`src/rtl/ds_scoreboard.sv`:
```
// Decode-stage register-hazard scoreboard: saturating per-register pending-write
// counters that gate issue until sources and destination slots are free.
module ds_scoreboard #(
    parameter int unsigned NREG      = 32,
    parameter int unsigned AW        = 5,
    parameter int unsigned NUM_SRC   = 2,
    parameter int unsigned CNT_W     = 2,
    parameter int unsigned TOT_W     = 4,
    parameter bit          WB_BYPASS = 1'b1
) (
    input  logic                  clk,
    input  logic                  reset,
    input  logic                  ds_valid,
    input  logic [NUM_SRC*AW-1:0] src_addr,
    input  logic [NUM_SRC-1:0]    src_used,
    input  logic                  dst_we,
    input  logic [AW-1:0]         dst_addr,
    input  logic                  issue_fire,
    input  logic                  wb_we,
    input  logic [AW-1:0]         wb_addr,
    input  logic                  flush,
    output logic                  ds_ready_go,
    output logic [NREG-1:0]       busy_vec,
    output logic [TOT_W-1:0]      inflight,
    output logic                  err_underflow
);

    localparam logic [CNT_W-1:0] CNT_MAX = '1;
    localparam logic [TOT_W-1:0] TOT_MAX = '1;

    logic [CNT_W-1:0] cnt_q [NREG];
    logic [CNT_W-1:0] cnt_d [NREG];
    logic [TOT_W-1:0] inflight_q, inflight_d;
    logic             err_q, err_d;

    logic             src_hazard;
    logic             dst_hazard;
    logic [AW-1:0]    src_a;
    logic [CNT_W-1:0] src_cnt;
    logic             src_wb_hit;

    // Hazard detection: zero-cycle path from counters (and optional wb bypass) to ds_ready_go.
    always_comb begin
        src_hazard = 1'b0;
        src_a      = '0;
        src_cnt    = '0;
        src_wb_hit = 1'b0;
        for (int i = 0; i < int'(NUM_SRC); i++) begin
            src_a      = src_addr[i*AW +: AW];
            src_cnt    = cnt_q[src_a];
            src_wb_hit = wb_we && (wb_addr == src_a);
            if (src_used[i] && (src_a != '0) && (src_cnt != '0)) begin
                if (!(WB_BYPASS && (src_cnt == CNT_W'(1)) && src_wb_hit)) begin
                    src_hazard = 1'b1;
                end
            end
        end
        dst_hazard  = dst_we && (dst_addr != '0) && (cnt_q[dst_addr] == CNT_MAX) &&
                      !(wb_we && (wb_addr == dst_addr));
        ds_ready_go = !ds_valid || !(src_hazard || dst_hazard);
    end

    logic issue_ok;
    logic inc_any;
    logic dec_any;
    logic inc_r;
    logic dec_r;

    // Next-state for counters, total in-flight count and the sticky underflow flag.
    always_comb begin
        issue_ok = issue_fire && ds_ready_go && dst_we && (dst_addr != '0);
        inc_any  = 1'b0;
        dec_any  = 1'b0;
        inc_r    = 1'b0;
        dec_r    = 1'b0;
        cnt_d[0] = '0;
        for (int r = 1; r < int'(NREG); r++) begin
            dec_r    = wb_we && (wb_addr == AW'(r)) && (cnt_q[r] != '0);
            // Saturation guard: an increment into a full counter only lands when paired with a dec.
            inc_r    = issue_ok && (dst_addr == AW'(r)) && ((cnt_q[r] != CNT_MAX) || dec_r);
            cnt_d[r] = cnt_q[r];
            if (inc_r && !dec_r) begin
                cnt_d[r] = cnt_q[r] + CNT_W'(1);
            end else if (dec_r && !inc_r) begin
                cnt_d[r] = cnt_q[r] - CNT_W'(1);
            end
            if (flush) begin
                cnt_d[r] = '0;
            end
            inc_any = inc_any | inc_r;
            dec_any = dec_any | dec_r;
        end

        inflight_d = inflight_q;
        if (inc_any && !dec_any && (inflight_q != TOT_MAX)) begin
            inflight_d = inflight_q + TOT_W'(1);
        end else if (dec_any && !inc_any && (inflight_q != '0)) begin
            inflight_d = inflight_q - TOT_W'(1);
        end
        if (flush) begin
            inflight_d = '0;
        end

        err_d = err_q || (!flush && wb_we && (wb_addr != '0) && (cnt_q[wb_addr] == '0));
    end

    // State registers with synchronous reset.
    always_ff @(posedge clk) begin
        if (reset) begin
            cnt_q      <= '{default: '0};
            inflight_q <= '0;
            err_q      <= 1'b0;
        end else begin
            cnt_q      <= cnt_d;
            inflight_q <= inflight_d;
            err_q      <= err_d;
        end
    end

    // Per-register busy view of the counters.
    always_comb begin
        busy_vec = '0;
        for (int r = 0; r < int'(NREG); r++) begin
            busy_vec[r] = (cnt_q[r] != '0);
        end
    end

    assign inflight      = inflight_q;
    assign err_underflow = err_q;

endmodule

```
`config.mk`:
```
export PLATFORM = sky130hd
export DESIGN_NAME = ds_scoreboard
export DESIGN_NICKNAME = d
export VERILOG_FILES = /design/src/rtl/ds_scoreboard.sv
export SDC_FILE = /design/constraint.sdc
export NUM_CORES = 1
export LEC_CHECK = 0
export BUFFER_PORTS_ARGS = -buffer_cell sky130_fd_sc_hd__buf_4
export CAP_MARGIN = 20
export CELL_PAD_IN_SITES_DETAIL_PLACEMENT = 1
export CELL_PAD_IN_SITES_GLOBAL_PLACEMENT = 1
export CORE_ASPECT_RATIO = 1.4
export CORE_MARGIN = 3
export CORE_UTILIZATION = 45
export CTS_CLUSTER_DIAMETER = 30
export CTS_CLUSTER_SIZE = 28
export DETAILED_ROUTE_END_ITERATION = 10
export PLACE_DENSITY = 0.9
export REMOVE_ABC_BUFFERS = 1
export SLEW_MARGIN = 15
export SYNTH_ARGS = -nofsm -noshare
export SYNTH_HDL_FRONTEND = slang
export SYNTH_SLANG_ARGS = --single-unit
```
`constraint.sdc`:
```
create_clock -name clk -period 5.9 [get_ports clk]
set_input_delay 1.18 -clock clk [delete_from_list [all_inputs] [get_ports clk]]
set_output_delay 1.18 -clock clk [all_outputs]
set_load 0.005 [all_outputs]
```
==> impl_metrics.csv <==
group,metric,value,unit
critical_path,crit_slowest_cell,"mux4_1",
logic_synthesis,ys_seq_area_frac,0.196,
routing,ant_nets,0,
worst_hold_path,worstHoldPathCells,2,
critical_path,startpoint_type,"primary input",
pwr,irDropWorstVdd,0.136,mV
routing,dr.pass1.iters,5,
pwr,p_total,1.23,mW
floorplanning,rows,52,
clocking,tritoncts,"yes",
timing,rsz0062_at_grt,"false",
pwr,p_per_area,161,nW/um2
global_route,grt_pass1_vias,7282,
critical_path,cp.required,6.10,ns
final_layout,n_antenna_cell,0,
floorplanning,die_h,152,um
place,port_buffers,65,
timing,setup_slack,0.923,ns
clocking,clock_sinks,67,
critical_path,path_class,"in -> reg",
place,dp_hpwl,20100,um
critical_path,startpoint,"src_addr[5]",
critical_path,r2r_slack,1.74,ns
logic_synthesis,yosysWarnings,0,
logic_synthesis,netlist_instances,824,
final_layout,final_area,7600,um2
global_route,grt_max_degree,67,
routing,viasPerCell,6.98,
logic_synthesis,synth_edf_count,0,
floorplanning,start_util,0.466,
pwr,leakage,3.13,nW
timing,maxSlewViolCount,0,
final_layout,nets,899,
critical_path,worstSetupEndpointType,"register",
global_route,grtUsageTotal,0.325,
critical_path,cp_top_family,"compound AO/OA/AOI/OAI gates",
logic_synthesis,synth_area_leader_cell,"dfxtp_1",
timing,tns,0,ns
timing,post-route-period-util,0.844,
routing,drt-initial-drc-count,797,
timing,clock.fmax,201,MHz
run_status,status,"completed",
clocking,clkTransAtPathRegs,0.06,ns
routing,dr_total_vias,7180,
final_layout,drive_above_1_share,0.196,
final_layout,final_common_cell,"xor2_1",
logic_synthesis,syn-cell-area,6850,um2
floorplanning,pin_count,67,
timing,slew_headroom,0.465,
critical_path,arrival,5.18,ns
critical_path,r2r-start,"cnt_q[27]",
worst_hold_path,hold_class,"reg -> reg",
place,dpl_cell_area,7300,um2
critical_path,reg2regPathDepth,14,
clocking,ctsHtreeMaxLevel,3,
logic_synthesis,synthFlopType,"dfxtp_1",
final_layout,layout_common_cells,"xor2_1 (75), nor2_1 (74), buf_4 (70), dfxtp_1 (67), a21oi_1 (51)",
timing,layout_min_cycle_time,4.98,ns
clocking,cts.path.max_buffers,2,
floorplanning,die_w,110,um
critical_path,crit_fanout,21,
timing,finClkSkew,0.00687,ns
critical_path,critPathBufInv,2,
place,dp_slack,0.603,ns
routing,routed_wl,27000,um
clocking,post_cts.repair.setup_buffers,0,
logic_synthesis,async_flop_share,0,
timing,whs,0.483,ns
global_route,grt_pass1_wl,41900,um
clocking,ctsResizeCount,0,
timing,worst_slew_pin_slew,0.783,ns
clocking,cts_hold_buf,0,
worst_hold_path,holdPathEnd,"err_underflow",
final_layout,fillerInstances,1781,
clocking,cts_root_buf,"clkbuf_16",
logic_synthesis,synth_seq_cells,67,
worst_hold_path,hp-start,"err_underflow",
clocking,numCtsBuffers,9,
final_layout,area_delta_synth_final,10.9,%
clocking,clk_latency,0.34,ns
critical_path,worstReg2RegEnd,"inflight[3]",
logic_synthesis,synthTopCellsByArea,"dfxtp_1 (20%), mux4_2 (12%), xor2_1 (9.6%)",
logic_synthesis,yosys.area.top_type_share,0.196,
critical_path,max_stage_delay,0.61,ns
timing,final_hold_viol_count,0,
timing,setup-violations-final,0,
logic_synthesis,syn_area_per_cell,8.32,um2
logic_synthesis,yosysUniqueCellTypes,77,
floorplanning,dieArea,16800,um2
place,place.gp.congestion,1.01,
routing,drc,0,
critical_path,cp_cell_sequence,"buf_4, mux4_1, mux4_2, a32oi_1, nand4_1, o21ai_2, and4_1, inv_2, ha_1, a21o_1, a21oi_1, o21ai_0, a211oi_1, o21ai_1, nor3b_2",
floorplanning,core_area,14700,um2
global_route,grt_overflow_total,0,
routing,wl_per_cell,26.3,um
job,cap_violations,0,
global_route,antenna_found_initial,1,
## through the flow
stage          utilization  instances
3_3_place_gp         0.496       1013
6_report             0.517       1029
5_1_grt              0.517       1029
2_1_floorplan            -        754
3_5_place_dp         0.497       1014
4_1_cts              0.517       1029
## flip-flops by register name, summed over array words and instances, names as in the netlist
name and cells:
cnt_q 62, inflight 4, err_underflow 1
## how the worst max path moves through the flow
stage / slack, ns / cells after the start / to
2_1_floorplan: 1.44 / 14 / inflight[3]
3_3_place_gp: 0.61 / 17 / inflight[3]
5_1_grt: 0.72 / 15 / inflight[3]
3_5_place_dp: 0.60 / 15 / inflight[3]
4_1_cts: 0.97 / 15 / inflight[3]
6_report: 0.92 / 15 / inflight[3]
## cells by family (layout without fill, tap and decap cells)
| family | count (synthesis) | in the layout | share of synthesized area |
|---|---|---|---|
| simple gates | 316 | 316 | 0.255 |
| compound gates | 171 | 171 | 0.159 |
| buf+inv | 102 | 118 | 0.0639 |
| xor+xnor | 78 | 78 | 0.0997 |
| flops | 67 | 67 | 0.196 |
| mux | 55 | 55 | 0.163 |
| fa+ha+maj | 34 | 34 | 0.0632 |
| other cells | 1 | 1 | 0.000547 |
## layout make-up
cell class,instances,area (um2),share of cell area
Inverter,32,120,0.0158
Timing Repair Buffer,71,531,0.0698
Clock buffer,13,260,0.0343
Clock inverter,2,35.0,0.00461
Multi-Input combinational cell,655,5070,0.668
Tap cell,189,236,0.0311
Sequential cell,67,1340,0.177
## metal layers
layer  up-vias  track usage  share of wire
li1       3062            -              -
met5         -            0        0.00048
met1      3475        0.382           0.36
met4         2        0.217          0.078
met2       473        0.515           0.47
met3       168       0.0760          0.096
## worst register-to-register path, cell delays in order, from the launching register on
cell,delay (ns)
dfxtp_1,0.42
mux4_1,0.54
mux4_2,0.46
a32oi_1,0.21
nand4_1,0.13
o21ai_2,0.50
and4_1,0.39
inv_2,0.11
ha_1,0.28
a21o_1,0.18
a21oi_1,0.18
o21ai_0,0.11
a211oi_1,0.26
o21ai_1,0.10
nor3b_2,0.16
## report_power, final
part,internal (mW),switching (mW),total [mW]
registers,0.455,0.00397,0.459
clock network,0.348,0.211,0.559
logic,0.0716,0.138,0.209
## cells in the mapped netlist (10+ instances only)
cell type	number
a31oi_1	10
nor2b_1	15
nor3_1	20
ha_1	33
a21oi_1	51
inv_1	31
or2_2	15
or3_1	44
nand4_1	14
dfxtp_1	67
xor2_1	75
nor2_1	74
nand2_1	44
mux4_2	37
nand3_1	32
o21ai_0	42
clkbuf_1	47
Note: power is estimated with default switching activity, not from simulation.
